**config.mk**
```make
export PLATFORM = sky130hd
export DESIGN_NAME = jtgng_busarb
export DESIGN_NICKNAME = d
export VERILOG_FILES = /design/src/rtl/jtgng_busarb_pkg.sv /design/src/rtl/jtgng_busarb_mux.sv /design/src/rtl/jtgng_busarb.sv
export SDC_FILE = /design/constraint.sdc
export NUM_CORES = 1
export LEC_CHECK = 0
export BUFFER_PORTS_ARGS = -buffer_cell sky130_fd_sc_hd__buf_2
export CAP_MARGIN = 20
export CORE_UTILIZATION = 51
export DETAILED_ROUTE_END_ITERATION = 7
export GPL_TIMING_DRIVEN = 0
export PLACE_DENSITY = 0.81
export SETUP_SLACK_MARGIN = 0.05
export SLEW_MARGIN = 10
export SYNTH_ARGS = -nofsm -noshare
export SYNTH_HDL_FRONTEND = slang
export SYNTH_SLANG_ARGS = --single-unit
```
**constraint.sdc**
```tcl
create_clock -name clk -period 3.7 [get_ports clk]
set_input_delay 0 -clock clk [delete_from_list [all_inputs] [get_ports clk]]
set_output_delay 0 -clock clk [all_outputs]
set_load 0.01 [all_outputs]
```
**src/rtl/jtgng_busarb_pkg.sv**
```systemverilog
// Shared definitions for the object-DMA bus arbiter.
// Contents:
//   state_t           - arbiter FSM states
//   OBJ_BASE_DEF      - default main-RAM bits [12:9] during DMA (object table at 0x1E00-0x1FFF)
//   TCNT_W            - width of the halt-wait timeout counter
//   TIMEOUT_DEF       - default cen cycles allowed in HALT_WAIT before a forced grant
//   RELEASE_CYC_DEF   - default cen cycles spent in RELEASE before un-halting the CPU
//   tcnt_sat_inc()    - saturating increment for the timeout counter
package jtgng_busarb_pkg;

    typedef enum logic [1:0] {
        IDLE      = 2'd0,
        HALT_WAIT = 2'd1,
        GRANT     = 2'd2,
        RELEASE   = 2'd3
    } state_t;

    localparam logic [3:0] OBJ_BASE_DEF    = 4'hF;
    localparam int         TCNT_W          = 8;
    localparam logic [7:0] TIMEOUT_DEF     = 8'd200;
    localparam logic [1:0] RELEASE_CYC_DEF = 2'd2;

    // Increment that sticks at all-ones instead of wrapping.
    function automatic logic [TCNT_W-1:0] tcnt_sat_inc(input logic [TCNT_W-1:0] v);
        logic [TCNT_W-1:0] r;
        if (v == {TCNT_W{1'b1}}) begin
            r = v;
        end else begin
            r = v + {{(TCNT_W-1){1'b0}}, 1'b1};
        end
        return r;
    endfunction

endpackage

```
**src/rtl/jtgng_busarb_mux.sv**
```systemverilog
// Main-RAM address / write-enable steering for the object-DMA arbiter.
// Purely combinational; the select is the registered arbiter state, so the
// mux never switches on a combinational glitch.
// Ports:
//   state      in   registered arbiter state
//   blcnten    in   object engine address valid
//   obj_AB     in   object engine RAM address (9 bits)
//   cpu_AB     in   CPU RAM address (13 bits)
//   cpu_ram_we in   CPU RAM write strobe
//   ram_addr   out  main-RAM address (13 bits)
//   ram_we     out  main-RAM write enable
module jtgng_busarb_mux
    import jtgng_busarb_pkg::*;
#(
    parameter logic [3:0] OBJ_BASE = OBJ_BASE_DEF
)(
    input  state_t      state,
    input  logic        blcnten,
    input  logic [8:0]  obj_AB,
    input  logic [12:0] cpu_AB,
    input  logic        cpu_ram_we,
    output logic [12:0] ram_addr,
    output logic        ram_we
);

    // Select RAM address/write source from the arbiter state.
    always_comb begin
        ram_addr = cpu_AB;
        ram_we   = 1'b0;
        case (state)
            IDLE: begin
                ram_addr = cpu_AB;
                ram_we   = cpu_ram_we;
            end
            HALT_WAIT: begin
                // CPU keeps running until it acknowledges the halt.
                ram_addr = cpu_AB;
                ram_we   = cpu_ram_we;
            end
            GRANT: begin
                if (blcnten) begin
                    ram_addr = {OBJ_BASE, obj_AB};
                end else begin
                    ram_addr = {OBJ_BASE, 9'd0};
                end
                ram_we = 1'b0;
            end
            RELEASE: begin
                // CPU still halted; keep its writes blocked until IDLE.
                ram_addr = cpu_AB;
                ram_we   = 1'b0;
            end
            default: begin
                ram_addr = cpu_AB;
                ram_we   = 1'b0;
            end
        endcase
    end

endmodule

```
**src/rtl/jtgng_busarb.sv**
```systemverilog
// Object-DMA bus arbiter (responder side). Halts the main 6809 on a DMA
// request, waits for BA=BS=1 (or a timeout), grants the bus to the object
// engine and steers main-RAM address/write enable accordingly.
// Ports:
//   clk, rst         system clock, synchronous active-high reset
//   cen              CPU E-phase enable; FSM advances only when high
//   bus_req/bus_ack  DMA request in / grant out
//   blcnten, obj_AB  object engine address valid / address
//   cpu_AB, cpu_ram_we  CPU RAM address / decoded write strobe
//   cpu_ba, cpu_bs   6809 bus status
//   cpu_halt_n       6809 HALT (active low)
//   ram_addr, ram_we main-RAM address / write enable
//   arb_err          sticky: CPU did not release the bus within TIMEOUT
module jtgng_busarb
    import jtgng_busarb_pkg::*;
#(
    parameter logic [3:0]        OBJ_BASE    = OBJ_BASE_DEF,
    parameter logic [TCNT_W-1:0] TIMEOUT     = TIMEOUT_DEF,
    parameter logic [1:0]        RELEASE_CYC = RELEASE_CYC_DEF
)(
    input  logic        clk,
    input  logic        rst,
    input  logic        cen,
    input  logic        bus_req,
    output logic        bus_ack,
    input  logic        blcnten,
    input  logic [8:0]  obj_AB,
    input  logic [12:0] cpu_AB,
    input  logic        cpu_ram_we,
    input  logic        cpu_ba,
    input  logic        cpu_bs,
    output logic        cpu_halt_n,
    output logic [12:0] ram_addr,
    output logic        ram_we,
    output logic        arb_err
);

    state_t              state_r, state_s;
    logic [TCNT_W-1:0]   tcnt_r, tcnt_s;
    logic [1:0]          rcnt_r, rcnt_s;
    logic                ack_r, ack_s;
    logic                halt_n_r, halt_n_s;
    logic                err_r, err_s;

    // Next-state and registered-output logic; everything holds when cen is low.
    always_comb begin
        state_s  = state_r;
        tcnt_s   = tcnt_r;
        rcnt_s   = rcnt_r;
        ack_s    = ack_r;
        halt_n_s = halt_n_r;
        err_s    = err_r;
        if (cen) begin
            case (state_r)
                IDLE: begin
                    ack_s = 1'b0;
                    if (bus_req) begin
                        state_s  = HALT_WAIT;
                        halt_n_s = 1'b0;
                        tcnt_s   = {TCNT_W{1'b0}};
                    end else begin
                        halt_n_s = 1'b1;
                    end
                end
                HALT_WAIT: begin
                    halt_n_s = 1'b0;
                    // Request is checked first so ack never rises with bus_req low.
                    if (!bus_req) begin
                        state_s = RELEASE;
                        rcnt_s  = 2'd0;
                        ack_s   = 1'b0;
                    end else if (cpu_ba && cpu_bs) begin
                        state_s = GRANT;
                        ack_s   = 1'b1;
                    end else if (tcnt_r == (TIMEOUT - 8'd1)) begin
                        // CPU never released the bus: force the grant and flag it.
                        state_s = GRANT;
                        ack_s   = 1'b1;
                        err_s   = 1'b1;
                    end else begin
                        tcnt_s = tcnt_sat_inc(tcnt_r);
                    end
                end
                GRANT: begin
                    halt_n_s = 1'b0;
                    if (!bus_req) begin
                        state_s = RELEASE;
                        ack_s   = 1'b0;
                        rcnt_s  = 2'd0;
                    end else begin
                        ack_s = 1'b1;
                    end
                end
                RELEASE: begin
                    ack_s = 1'b0;
                    // New requests wait until IDLE, guaranteeing a gap between grants.
                    if (rcnt_r == (RELEASE_CYC - 2'd1)) begin
                        state_s  = IDLE;
                        halt_n_s = 1'b1;
                    end else begin
                        rcnt_s   = rcnt_r + 2'd1;
                        halt_n_s = 1'b0;
                    end
                end
                default: begin
                    state_s  = IDLE;
                    ack_s    = 1'b0;
                    halt_n_s = 1'b1;
                end
            endcase
        end else begin
            state_s = state_r;
        end
    end

    // State and output registers with synchronous reset.
    always_ff @(posedge clk) begin
        if (rst) begin
            state_r  <= IDLE;
            tcnt_r   <= {TCNT_W{1'b0}};
            rcnt_r   <= 2'd0;
            ack_r    <= 1'b0;
            halt_n_r <= 1'b1;
            err_r    <= 1'b0;
        end else begin
            state_r  <= state_s;
            tcnt_r   <= tcnt_s;
            rcnt_r   <= rcnt_s;
            ack_r    <= ack_s;
            halt_n_r <= halt_n_s;
            err_r    <= err_s;
        end
    end

    assign bus_ack    = ack_r;
    assign cpu_halt_n = halt_n_r;
    assign arb_err    = err_r;

    jtgng_busarb_mux #(
        .OBJ_BASE   (OBJ_BASE)
    ) u_mux (
        .state      (state_r),
        .blcnten    (blcnten),
        .obj_AB     (obj_AB),
        .cpu_AB     (cpu_AB),
        .cpu_ram_we (cpu_ram_we),
        .ram_addr   (ram_addr),
        .ram_we     (ram_we)
    );

endmodule

```
### Word level (Yosys, flattened, before mapping)

Cells that the tools add are included.

| operators by class | value |
|---|---|
| $add $sub $neg | 2 |
| bitwise gates (word level) | 1 |
| reductions and logical operators | 14 |
| equality and inequality tests | 16 |
| muxes and demuxes | 27 |

Operators by type and width:

| cell | number |
|---|---|
| two-way mux 8 bit | 5 |
| one-hot mux 13 bit (2 select lines) | 1 |
| != test 2 bit, second input constant | 9 |
| equality test 8 bit, second input constant | 2 |
| two-way mux 2 bit | 8 |
| one-hot mux 8 bit (2 select lines) | 1 |
| AND reduction 5 bit | 2 |
| two-way mux 9 bit | 1 |
| adder 8 x 1 -> 8 bit, second input constant | 1 |
| one-hot mux 2 bit (4 select lines) | 1 |
| OR reduction 2 bit | 4 |
| AND reduction 7 bit | 1 |
| two-way mux 1 bit | 6 |
| one-hot mux 1 bit (3 select lines) | 2 |
| equality test 2 x 1 -> 1 bit, second input constant | 2 |
| equality test 2 bit, second input constant | 2 |
| != test 4 bit, second input constant | 1 |
| one-hot mux 2 bit (2 select lines) | 1 |
| AND reduction 4 bit | 1 |
| nonzero test 2 bit | 2 |
| OR reduction 3 bit | 1 |
| adder 2 x 1 -> 2 bit, second input constant | 1 |
| logical NOT 2 bit | 1 |
| one-hot mux 1 bit (2 select lines) | 1 |
| 3 further kinds | 3 |

| word-level totals | value |
|---|---|
| register bits after elaboration | 15 |
| output and inout bits | 17 |
| input port bits | 30 |
| logic and storage cells | 66 |

### Longest topological paths before layout

Gate-level depths: netlist of the first run.

| logic depth | value |
|---|---|
| depth after elaboration | 6 |
| depth in mapped cells | 8 |
| depth with buffers taken out | 7 |

### Cells and area by module

Synthesis of the first run repeated with hierarchy kept, for this count alone.

| unflattened totals | value |
|---|---|
| cell total of the unflattened synthesis | 145 |
| area, all modules | 1,181.1 µm² |

By module, submodules not included:

| module | cells an instance | times used | sequential area each (µm²) | area an instance (µm²) |
|---|---|---|---|---|
| jtgng_busarb | 110 | 1 | 300.3 | 950.9 |
| jtgng_busarb_mux | 35 | 1 | 0.0 | 230.2 |

### Worst setup path after synthesis of the first run

Ideal clock, no wire load.

| timing path | value |
|---|---|
| kind | register to register |
| from | register state_r[0] |
| to | register tcnt_r[4] |
| data required time | 3.631 ns |
| setup time | 0.069 ns |
| buffers on the path | 1 |
| cell stages (with the launch flop) | 8 |
| arrival | 1.668 ns |
| period minus slack after synthesis | 1.736 ns |
| setup slack | 1.964 ns |
| cell sequence | dfxtp_1 -> inv_1 -> ha_1 -> buf_2 -> o2111a_1 -> nand4b_2 -> or4b_1 -> o21ai_1 |

| between the ends | value |
|---|---|
| word-level cells in the longest chain between the ends | 3 |
| elaborated cells on any way between the ends | 10 |
| those cells by class | eq/ne: 6; mux: 1; reduce/logical: 3 |

RTL lines:

| item | line | RTL |
|---|---|---|
| start, declared | jtgng_busarb.sv:38 | `state_t state_r, state_s;` |
| start signal, assigned | jtgng_busarb.sv:126 | `state_r <= state_s;` |
| equality test 2 x 1 -> 1 bit or logical NOT 2 bit (tied branches) | jtgng_busarb.sv:54 | `case (state_r)` |
| != test 2 bit (no source line) or nonzero test 2 bit (tied branches) | - |  |
| AND reduction 7 bit (no source line) | - |  |
| end signal, assigned | jtgng_busarb.sv:120 | `tcnt_r <= {TCNT_W{1'b0}};` |
| end signal, assigned | jtgng_busarb.sv:127 | `tcnt_r <= tcnt_s;` |
| end, declared | jtgng_busarb.sv:39 | `logic [TCNT_W-1:0] tcnt_r, tcnt_s;` |

Several ways; a longest one is shown, not always the timed one.
A chain may end at the register's enable or synchronous reset.

### Worst setup path after layout of the first run

| timing path | value |
|---|---|
| from | register tcnt_r[0] |
| to | register state_r[0] |

| between the ends | value |
|---|---|
| word-level cells in the longest chain between the ends | 3 |

RTL lines:

| item | line | RTL |
|---|---|---|
| equality test 8 bit | jtgng_busarb.sv:75 | `end else if (tcnt_r == (TIMEOUT - 8'd1)) begin` |
| != test 4 bit (no source line) | - |  |
| AND reduction 5 bit (no source line) | - |  |

No other way between the ends.

==> results of run 1 <==
-- cell type report --
class                           instances  share of cell area
Inverter                               15              0.0395
Tap cell                               27              0.0237
Timing Repair Buffer                   44               0.158
Clock buffer                            4              0.0185
Multi-Input combinational cell        109               0.519
Buffer                                  8              0.0299
Sequential cell                        15               0.211
-- layer usage --
layer  track usage  wire length, um  up-vias
li1              -                -      615
met1         0.288             1200      582
met2         0.493             1490       29
met3        0.0467              120        4
met4        0.0196               15        0
met5             0                0        -
-- power breakdown --
part           internal (mW)  total [mW]  switching [mW]
registers              0.166       0.170         0.00408
clock network         0.0419      0.0986          0.0567
logic                 0.0521       0.117          0.0646
total                  0.260       0.385           0.125
-- Yosys cell counts, types with 2 or more instances --
cell type and n:
or2_2 4, a21oi_1 5, buf_2 4, nand3b_1 3
o21ai_1 5, o21ai_0 9, mux2i_1 4, or3_1 5
nand2b_1 3, clkbuf_1 2, or3b_1 2, nor2_1 4
ha_1 7, dfxtp_1 15, o2111a_1 2, nand2_1 19
and2_1 2, a31oi_1 4, inv_1 15, nand3_1 10
-- worst max-delay path: cells and delay by family, from the launching register on --
kind	cells	cell delay (ns)
simple gates	2	0.58
compound gates	3	0.65
flops	1	0.44
fa+ha+maj	1	0.29
-- timing repair --
action                    in CTS  in global routing
hold endpoints to repair       1                  0
resized for setup              0                  0
hold buffers                   1                  0
-- stage by stage --
step | hold WS [ns] | power, mW | std cells | cell area, sq um
floorplan | 0.104 | 0.247 | 147 | 1140
global placement | 0.262 | 0.284 | 217 | 1390
detailed placement | 0.266 | 0.289 | 217 | 1390
CTS | 0.0392 | 0.385 | 222 | 1420
global route | 0.0631 | 0.403 | 222 | 1420
finish | 0.0378 | 0.385 | 222 | 1420
-- path summary, 6_finish.rpt --
kind                            startpoint          to  slack [ns]  depth (start not counted)
worst max-delay path             tcnt_r[0]  state_r[0]        1.66                          6
worst min-delay path                   cen  cpu_halt_n        0.04                          2
worst max register to register   tcnt_r[0]  state_r[0]        1.66                          6
worst min register to register   rcnt_r[1]   rcnt_r[1]        0.46                          2
-- state kept, by name, summed over array words and instances, names as in the netlist --
| register | cells |
|---|---|
| tcnt_r | 8 |
| rcnt_r | 2 |
| state_r | 2 |
| arb_err | 1 |
| bus_ack | 1 |
| cpu_halt_n | 1 |
-- logic make-up (layout without fill, tap and decap cells) --
kind of cell	count (synthesis)	in the layout	share of synthesized area
and+or+nand+nor	64	64	0.337
AOI/OAI and AO/OA	33	33	0.190
buffers and inverters	23	71	0.0868
DFF	15	15	0.264
adders and majority gates	7	7	0.0769
muxes	5	5	0.0451
==> metrics.txt, run 1 <==
Final Worst Setup Slack=1.66 ns; H-tree Lvls=1; Post-CTS Setup Bufs=0; max incr delay on CP=0.44 ns; grt ovf=0; static leakage=0.614 nW; Die ar.=2430 sq um; crit path cell chain=ha_1 > nand3b_1 > nor4_4 > o2111a_1 > o21ai_1 > a221oi_2; Nets=233; multi-input logic area=739 sq um; WL final=2830 um; largest net degree at the start of global routing=11; initial antenna violation count=0; Crit Path Class=flop to flop; Mapped Cells=147; maximum clock frequency=489 MHz; n_diodes=0; fin. max-slew vios=0; number of remaining DRC errors=0; CTS Sinks=15; CP arrival=2.25 ns; syn_area_per_cell=7.75 sq um; IO Port Bufs=43; Via-to-Cell Ratio=5.54; vias in the first global route=1183; minimum clock period=2.04 ns; io pins=47; Worst EP required=3.90 ns; most common cell after layout, fill and taps aside=buf_2; Vias=1230; largest cells by area after synthesis=dfxtp_1 26%, ha_1 7.7%, nand2_1 6.3%; asr flop ratio synth=0; RD Place Congestion=0.913; Critical-path top delay cell=dfxtp_1; Synth warnings=0; HPWL after DPL=2110 um; outcome=complete, no violations; Post-synth EDFFs=0; die span in x=49.3 um; worst vdd ir=0.205 mV; FF+latch count, synth=15; Place WS=1.73 ns; cell taking the most area after synthesis=dfxtp_1; unrepaired setup endpoints after global routing=false; syn_nets=184; WL per Instance=12.8 um; First-pass DRT Iterations=4; Worst-Skew Late Latency=0.29 ns; Clock Path Buffers=2; Rows=16; Worst Path Max Fanout=6; Initial Util=0.563; # setup viols final=0; cts bufs inserted=3; area share of the largest cell type after synthesis=0.264; first-pass GRT wire length=4910 um; clk_skew=0.00355 ns; worst slew pin tran=0.407 ns; share of cells above drive strength 1=0.313; Setup TNS=0 ns; Tcrit/Tclk final=0.552; Post-Syn Area=1140 sq um; Layout area overhead=25.1%; Startpoint Class=flop; max_slew headroom=0.727; Synth cell types=43; Cell Pwr Density=270 nW/um^2; ys flop type=dfxtp_1; sequential cell area=300 sq um; Seq/Total Area, Yosys=0.264; final-report hold violation count=0; Critical Path Sink Type=flop; Routed Antenna Nets=0; commonest cells after routing, fill and taps aside=47 x buf_2, 19 x nand2_1, 15 x inv_1, 15 x dfxtp_1, 10 x nand3_1; Clk pin slew, worst setup/hold paths=0.10 ns; Initial DRC Count=42; GRT Total Usage=0.252; clk root buf=clkbuf_4; DIE HEIGHT=49.3 um; Finished Core Util=0.704; core area=2020 sq um; max_cap viols=0; Filler cells=173; Hold Crit Class=primary input to flop; CTS tree=done
Note: power is estimated with default switching activity, not from simulation.
==> run 2, diff against run 1 <==
--- a/config.mk
+++ b/config.mk
@@ -7,10 +7,10 @@
 export LEC_CHECK = 0
 export BUFFER_PORTS_ARGS = -buffer_cell sky130_fd_sc_hd__buf_2
 export CAP_MARGIN = 20
-export CORE_UTILIZATION = 51
+export CORE_UTILIZATION = 43
 export DETAILED_ROUTE_END_ITERATION = 7
 export GPL_TIMING_DRIVEN = 0
-export PLACE_DENSITY = 0.81
+export PLACE_DENSITY = 0.73
 export SETUP_SLACK_MARGIN = 0.05
 export SLEW_MARGIN = 10
 export SYNTH_ARGS = -nofsm -noshare
==> constraint.sdc (replaced) <==
create_clock -name clk -period 1.7 [get_ports clk]
set_input_delay 0 -clock clk [delete_from_list [all_inputs] [get_ports clk]]
set_output_delay 0 -clock clk [all_outputs]
set_load 0.01 [all_outputs]
==> run 2 against run 1 <==
The flow now finishes with violations (negative setup slack). Hold slack improved by 0.011 ns. Worst setup slack got worse by 1.7 ns. Via count up 10%. Sequential power grew 120%. Die area grew 18%. Combinational power rose to 3.3 times the previous value. Cell count up 11%. Cell area increased by 24%. Global-route usage shrank 1.8 points. Clock skew barely moved. Non-clock buffer count grew 21. Critical path type unchanged.
==> metrics.txt, run 2 (synthesized netlist as in run 1, its figures left out) <==
Layout area overhead=54.6% (was 25.1%); sequential group share of total power=0.381 (was 0.441); die span in x=53.5 um (was 49.3 um); fin cells=246 (was 222); Initial Util=0.455 (was 0.563); WP depth=7 (was 6); CP delay by family, top=simple AND/OR/NAND/NOR gates (was compound AO/OA/AOI/OAI gates); maximum clock frequency=577 MHz (was 489 MHz); IO Port Bufs=43 (unchanged); n_diodes=0 (unchanged); commonest cells after routing, fill and taps aside=46 x buf_2, 19 x buf_4, 17 x nand2_1 (was 47 x buf_2, 19 x nand2_1, 15 x inv_1, 15 x dfxtp_1, 10 x nand3_1); clk root buf=clkbuf_4 (unchanged); Rows=18 (was 16); Tcrit/Tclk final=1.02 (was 0.552); fin. max-slew vios=0 (unchanged); WL per Instance=13.7 um (was 12.8 um); first-pass GRT wire length=4810 um (was 4910 um); Critical Path Sink Type=flop (unchanged); Worst-Skew Late Latency=0.30 ns (was 0.29 ns); Int Power=0.649 mW (was 0.260 mW); DIE HEIGHT=53.5 um (was 49.3 um); largest registers=tcnt_r x8, rcnt_r x2, state_r x2 (unchanged); grt ovf=0 (unchanged); Final Power=0.966 mW (was 0.385 mW); hold path depth=2 (unchanged); vias in the first global route=1165 (was 1183); worst vdd ir=0.479 mV (was 0.205 mV); CP arrival=1.97 ns (was 2.25 ns); clock power share=0.223 (was 0.256); Vias=1359 (was 1230); Setup TNS=-0.0636 ns (was 0 ns); CTS Sinks=15 (unchanged); NetSw=0.317 mW (was 0.125 mW); worst hold slack=0.0491 ns (was 0.0378 ns); worst slew pin tran=0.288 ns (was 0.407 ns); # setup viols final=2 (was 0); number of remaining DRC errors=0 (unchanged); outcome=complete, but fails checks (was complete, no violations); max_cap viols=0 (unchanged); static leakage=0.786 nW (was 0.614 nW); RD Place Congestion=0.855 (was 0.913); final-report hold violation count=0 (unchanged); clk_skew=0.00315 ns (was 0.00355 ns); core area=2500 sq um (was 2020 sq um); Worst Path Max Fanout=6 (unchanged); Largest Register=tcnt_r (unchanged); placed cell count=220 (was 217); HPWL after DPL=2060 um (was 2110 um); Comb pwr share=0.396 (was 0.303); Largest register FFs=8 (unchanged); Clk pin slew, worst setup/hold paths=0.09 ns (was 0.10 ns); initial antenna violation count=0 (unchanged); Startpoint Class=flop (unchanged); Clock Path Buffers=2 (unchanged); WP buf/inv=1 (was 0); H-tree Lvls=1 (unchanged); Critical-path top delay cell=or4b_1 (was dfxtp_1); CTS tree=done (unchanged); share of cells above drive strength 1=0.509 (was 0.313); GRT Total Usage=0.235 (was 0.252); Routed Antenna Nets=0 (unchanged); unrepaired setup endpoints after global routing=true (was false); Via-to-Cell Ratio=5.52 (was 5.54); Worst EP required=1.93 ns (was 3.90 ns); sequential cell area=313 sq um (was 300 sq um); failing checks=negative setup slack; io pins=47 (unchanged); Hold Crit Class=primary input to flop (unchanged); Nets=254 (was 233); multi-input logic area=871 sq um (was 739 sq um); Sw Share=0.328 (was 0.326); Crit Path Class=flop to flop (unchanged); Die ar.=2860 sq um (was 2430 sq um); Cell Pwr Density=549 nW/um^2 (was 270 nW/um^2); Filler cells=184 (was 173); max incr delay on CP=0.48 ns (was 0.44 ns); minimum clock period=1.73 ns (was 2.04 ns); Final Worst Setup Slack=-0.0319 ns (was 1.66 ns); crit path cell chain=ha_4 > nand3b_1 > nor4_4 > buf_4 > nand4b_4 > or4b_1 > o21ai_1 (was ha_1 > nand3b_1 > nor4_4 > o2111a_1 > o21ai_1 > a221oi_2); most common cell after layout, fill and taps aside=buf_2 (unchanged); WL final=3370 um (was 2830 um); largest net degree at the start of global routing=11 (unchanged); Initial DRC Count=35 (was 42); First-pass DRT Iterations=5 (was 4); R2R cell count=7 (was 6); max_slew headroom=0.808 (was 0.727); cts bufs inserted=3 (unchanged)
==> run 2: power groups by stage <==
| stage | combinational, mW | clock [mW] | sequential [mW] |
|---|---|---|---|
| final | 0.382 | 0.215 | 0.369 |
| after global routing | 0.416 | 0.233 | 0.369 |
| after CTS | 0.328 | 0.217 | 0.366 |
| after detailed placement | 0.251 | 0 | 0.379 |
| after global placement | 0.244 | 0 | 0.378 |
| after floorplan | 0.160 | 0 | 0.378 |
==> run 2: timing repair <==
action / CTS / global route
gates resized for setup: 19 / 22
endpoints found under the setup margin: 21 / 19
hold buffers: 1 / 0
endpoints found under the hold margin: 2 / 0
pin swaps: 9 / 10
buffers inserted: 16 / 6
==> run 2: worst reg2reg max path: stages, from the launching register on <==
cell and delay [ns]:
dfxtp_4 0.36, ha_4 0.16, nand3b_1 0.15, nor4_4 0.07
buf_4 0.15, nand4b_4 0.21, or4b_1 0.48, o21ai_1 0.08
==> run 2: final cells by class <==
| class | count | area share |
|---|---|---|
| buffer | 7 | 0.0284 |
| clock buffer | 4 | 0.0149 |
| sequential | 15 | 0.178 |
| inverter | 15 | 0.0348 |
| timing repair buffer | 66 | 0.228 |
| tap | 30 | 0.0213 |
| multi-input combinational | 109 | 0.495 |
==> run 2: path summary, 6_finish.rpt <==
check,startpoint,endpoint,slack [ns]
max reg2reg,tcnt_r[0],tcnt_r[4],-0.03
min reg2reg,rcnt_r[1],rcnt_r[1],0.47
min,cen,cpu_halt_n,0.05
max,tcnt_r[0],tcnt_r[4],-0.03
==> run 2: metrics by stage <==
stage                     setup slack (ns)  utilization  cell area [sq um]
final                              -0.0319        0.704               1760
after global routing               -0.0995        0.704               1760
after floorplan                     0.0469            -               1140
after detailed placement            -0.207        0.558               1400
after global placement              -0.144        0.558               1400
after CTS                           0.0135        0.652               1630
==> run 2: metal layers <==
| layer | global-route usage | wire (um) | vias to the layer above |
|---|---|---|---|
| met2 | 0.460 | 1720 | 86 |
| met4 | 0.127 | 68 | 0 |
| met3 | 0.0259 | 296 | 11 |
| met5 | 0 | 0 | - |
| met1 | 0.232 | 1280 | 604 |
| li1 | - | - | 658 |
==> run 3, diff against run 2 <==
--- a/config.mk
+++ b/config.mk
@@ -5,12 +5,14 @@
 export SDC_FILE = /design/constraint.sdc
 export NUM_CORES = 1
 export LEC_CHECK = 0
+export ABC_AREA = 1
 export BUFFER_PORTS_ARGS = -buffer_cell sky130_fd_sc_hd__buf_2
 export CAP_MARGIN = 20
-export CORE_UTILIZATION = 43
+export CORE_UTILIZATION = 30
 export DETAILED_ROUTE_END_ITERATION = 7
 export GPL_TIMING_DRIVEN = 0
-export PLACE_DENSITY = 0.73
+export PLACE_DENSITY = 0.53
+export REMOVE_ABC_BUFFERS = 1
 export SETUP_SLACK_MARGIN = 0.05
 export SLEW_MARGIN = 10
 export SYNTH_ARGS = -nofsm -noshare
==> run 3 against run 2 <==
Clock skew barely moved. Die area rose by 44%. Sequential cell count did not move. Cell count rose by 17%. The flow now finishes without violations. First-iteration DRC count fell by 26%. Combinational power fell by 2%. Register-to-register slack improved by 0.21 ns.
==> metrics.txt, run 3 <==
Commonest cells post-synth=63 x nand2_1, 24 x nor2_1, 21 x nand3_1 (was 19 x nand2_1, 15 x dfxtp_1, 15 x inv_1); cell taking the most area after synthesis=dfxtp_1 (unchanged); Via-to-Cell Ratio=4.43 (was 5.52); worst slew pin tran=0.276 ns (was 0.288 ns); IO Port Bufs=46 (was 43); most common cell after layout, fill and taps aside=nand2_1 (was buf_2); maximum clock frequency=657 MHz (was 577 MHz); Critical Path Sink Type=flop (unchanged); Worst Path Max Fanout=9 (was 6); io pins=47 (unchanged); Compound-Gate Fraction of Synth Area=0.0921 (was 0.190); Nets=279 (was 254); grt ovf=0 (unchanged); most common cell in the synthesized netlist=nand2_1 (unchanged); Startpoint Class=flop (unchanged); Largest Register=tcnt_r (unchanged); HPWL after DPL=2190 um (was 2060 um); initial antenna violation count=0 (unchanged); worst hold slack=0.0528 ns (was 0.0491 ns); Synth cell types=23 (was 43); Setup TNS=0 ns (was -0.0636 ns); max_slew headroom=0.813 (was 0.808); FF+latch count, synth=15 (unchanged); clk root buf=clkbuf_8 (was clkbuf_4); worst r2r src=state_r[1] (was tcnt_r[0]); Die ar.=4100 sq um (was 2860 sq um); number of remaining DRC errors=0 (unchanged); area share of the largest cell type after synthesis=0.260 (was 0.264); minimum clock period=1.52 ns (was 1.73 ns); CP arrival=1.71 ns (was 1.97 ns); largest family of logic cells by synthesized area=simple AND/OR/NAND/NOR gates (unchanged); WL final=2920 um (was 3370 um); clk_skew=0.00269 ns (was 0.00315 ns); Clk pin slew, worst setup/hold paths=0.07 ns (was 0.09 ns); hold path depth=2 (unchanged); Mapped Cells=191 (was 147); Rows=22 (was 18); RD Place Congestion=0.746 (was 0.855); Post-Synth XOR/XNOR Area=0 (unchanged); Vias=1281 (was 1359); post-synthesis mux area share=0 (was 0.0451); hold_buf cts=0 (was 1); FF-to-FF End=tcnt_r[2] (was tcnt_r[4]); First-pass DRT Iterations=4 (was 5); Seq/Total Area, Yosys=0.260 (was 0.264); DIE HEIGHT=64.0 um (was 53.5 um); cts bufs inserted=3 (unchanged); Clock Path Buffers=2 (unchanged); H-tree Lvls=1 (unchanged); final-report hold violation count=0 (unchanged); WL per Instance=10.1 um (was 13.7 um); Initial Util=0.313 (was 0.455); reg2reg setup slack=0.18 ns (was -0.03 ns); GRT Total Usage=0.146 (was 0.235); unrepaired setup endpoints after global routing=false (was true); static leakage=0.711 nW (was 0.786 nW); CTS Sinks=15 (unchanged); R2R cell count=10 (was 7); Adder-Cell Fraction of Synth Area=0.0758 (was 0.0769); Hold Crit Class=primary input to flop (unchanged); # setup viols final=0 (was 2); n_diodes=0 (unchanged); Layout area overhead=31.1% (was 54.6%); Crit Path Class=flop to flop (unchanged); Routed Antenna Nets=0 (unchanged); syn_area_per_cell=6.05 sq um (was 7.75 sq um); Hold EP=tcnt_r[3] (was cpu_halt_n); Cell Pwr Density=701 nW/um^2 (was 549 nW/um^2); die span in x=64.0 um (was 53.5 um); Initial DRC Count=26 (was 35); hold wc startpoint=rst (was cen); first-pass GRT wire length=4870 um (was 4810 um); max_cap viols=0 (unchanged); fin. max-slew vios=0 (unchanged); largest net degree at the start of global routing=15 (was 11); Post-synth EDFFs=0 (unchanged); largest registers=tcnt_r x8, rcnt_r x2, state_r x2 (unchanged); CTS tree=done (unchanged); Worst EP required=1.89 ns (was 1.93 ns); core area=3690 sq um (was 2500 sq um); Largest register FFs=8 (unchanged); Worst-Skew Late Latency=0.25 ns (was 0.30 ns); Tcrit/Tclk final=0.895 (was 1.02); largest cells by area after synthesis=dfxtp_1 26%, nand2_1 20%, nand3_1 9.1% (was dfxtp_1 26%, ha_1 7.7%, nand2_1 6.3%); share of cells above drive strength 1=0.307 (was 0.509); post-synthesis simple-gate area fraction=0.488 (was 0.337); asr flop ratio synth=0 (unchanged); commonest cells after routing, fill and taps aside=63 x nand2_1, 46 x buf_2, 24 x nor2_1 (was 46 x buf_2, 19 x buf_4, 17 x nand2_1); ys flop type=dfxtp_1 (unchanged); worst vdd ir=0.258 mV (was 0.479 mV); outcome=complete, no violations (was complete, but fails checks); Synth warnings=0 (unchanged); Post-Syn Area=1150 sq um (was 1140 sq um); vias in the first global route=1190 (was 1165); Finished Core Util=0.410 (was 0.704)
[run 3: cells by family after synthesis]
kind of cell    Yosys count
flops                    15
buf+inv                  25
compound gates           20
simple gates            124
fa+ha+maj                 7
[run 3: final cells by class]
type                    instances  area [sq um]
repair buffers                 48           245
clock inverters                 1          5.00
flip-flops and latches         15           302
inverters                      22          86.3
clock buffers                   3          41.3
multi-input cells             152           774
fillers                       423          2170
well taps                      48          60.1
[run 3: how the worst max path moves through the flow]
stage	slack [ns]	end	cells past startpoint	startpoint
finish	0.18	tcnt_r[2]	10	state_r[1]
global route	0.05	bus_ack	8	tcnt_r[1]
CTS	0.08	tcnt_r[2]	10	state_r[0]
detailed placement	0.06	ram_addr[3]	6	state_r[0]
global placement	0.03	ram_addr[3]	6	state_r[0]
floorplan	0.33	tcnt_r[2]	10	state_r[1]
[run 3: repair_timing]
| item | 4_1_cts | 5_1_grt |
|---|---|---|
| pin swaps | 0 | 1 |
| gates cloned | 0 | 1 |
| gates resized for setup | 2 | 6 |
| setup endpoints to repair | 13 | 21 |
| setup buffers | 0 | 2 |
[run 3: per-layer routing]
metal  global-route usage  vias to the layer above  wire (um)
li1                     -                      705          -
met3               0.0214                        5        158
met1                0.179                      532       1440
met5                    0                        -          0
met4               0.0511                        0         40
met2                0.258                       39       1290
[run 3: report_power, final]
| part | switching [mW] | internal [mW] | leakage (nW) |
|---|---|---|---|
| combinational | 0.224 | 0.150 | 0.563 |
| clock | 0.135 | 0.163 | 0.0255 |
| sequential | 0.0175 | 0.373 | 0.122 |
[run 3: critical path, cell delays in order, from the launching register on]
cell,delay [ns]
dfxtp_1,0.34
inv_2,0.09
ha_2,0.23
inv_4,0.08
nand2_2,0.06
nand2_2,0.06
nor2_4,0.13
nand3_4,0.12
nand2_4,0.14
nand2_1,0.07
a21oi_1,0.12
[run 3: per-stage QoR]
stage               total power, mW  std cells  setup slack [ns]  instance area (sq um)
floorplan                     0.625        188             0.331                   1140
global placement              0.758        282            0.0255                   1430
detailed placement            0.754        282            0.0590                   1430
CTS                            1.06        286            0.0789                   1480
global route                   1.14        289            0.0513                   1510
finish                         1.06        289             0.178                   1510
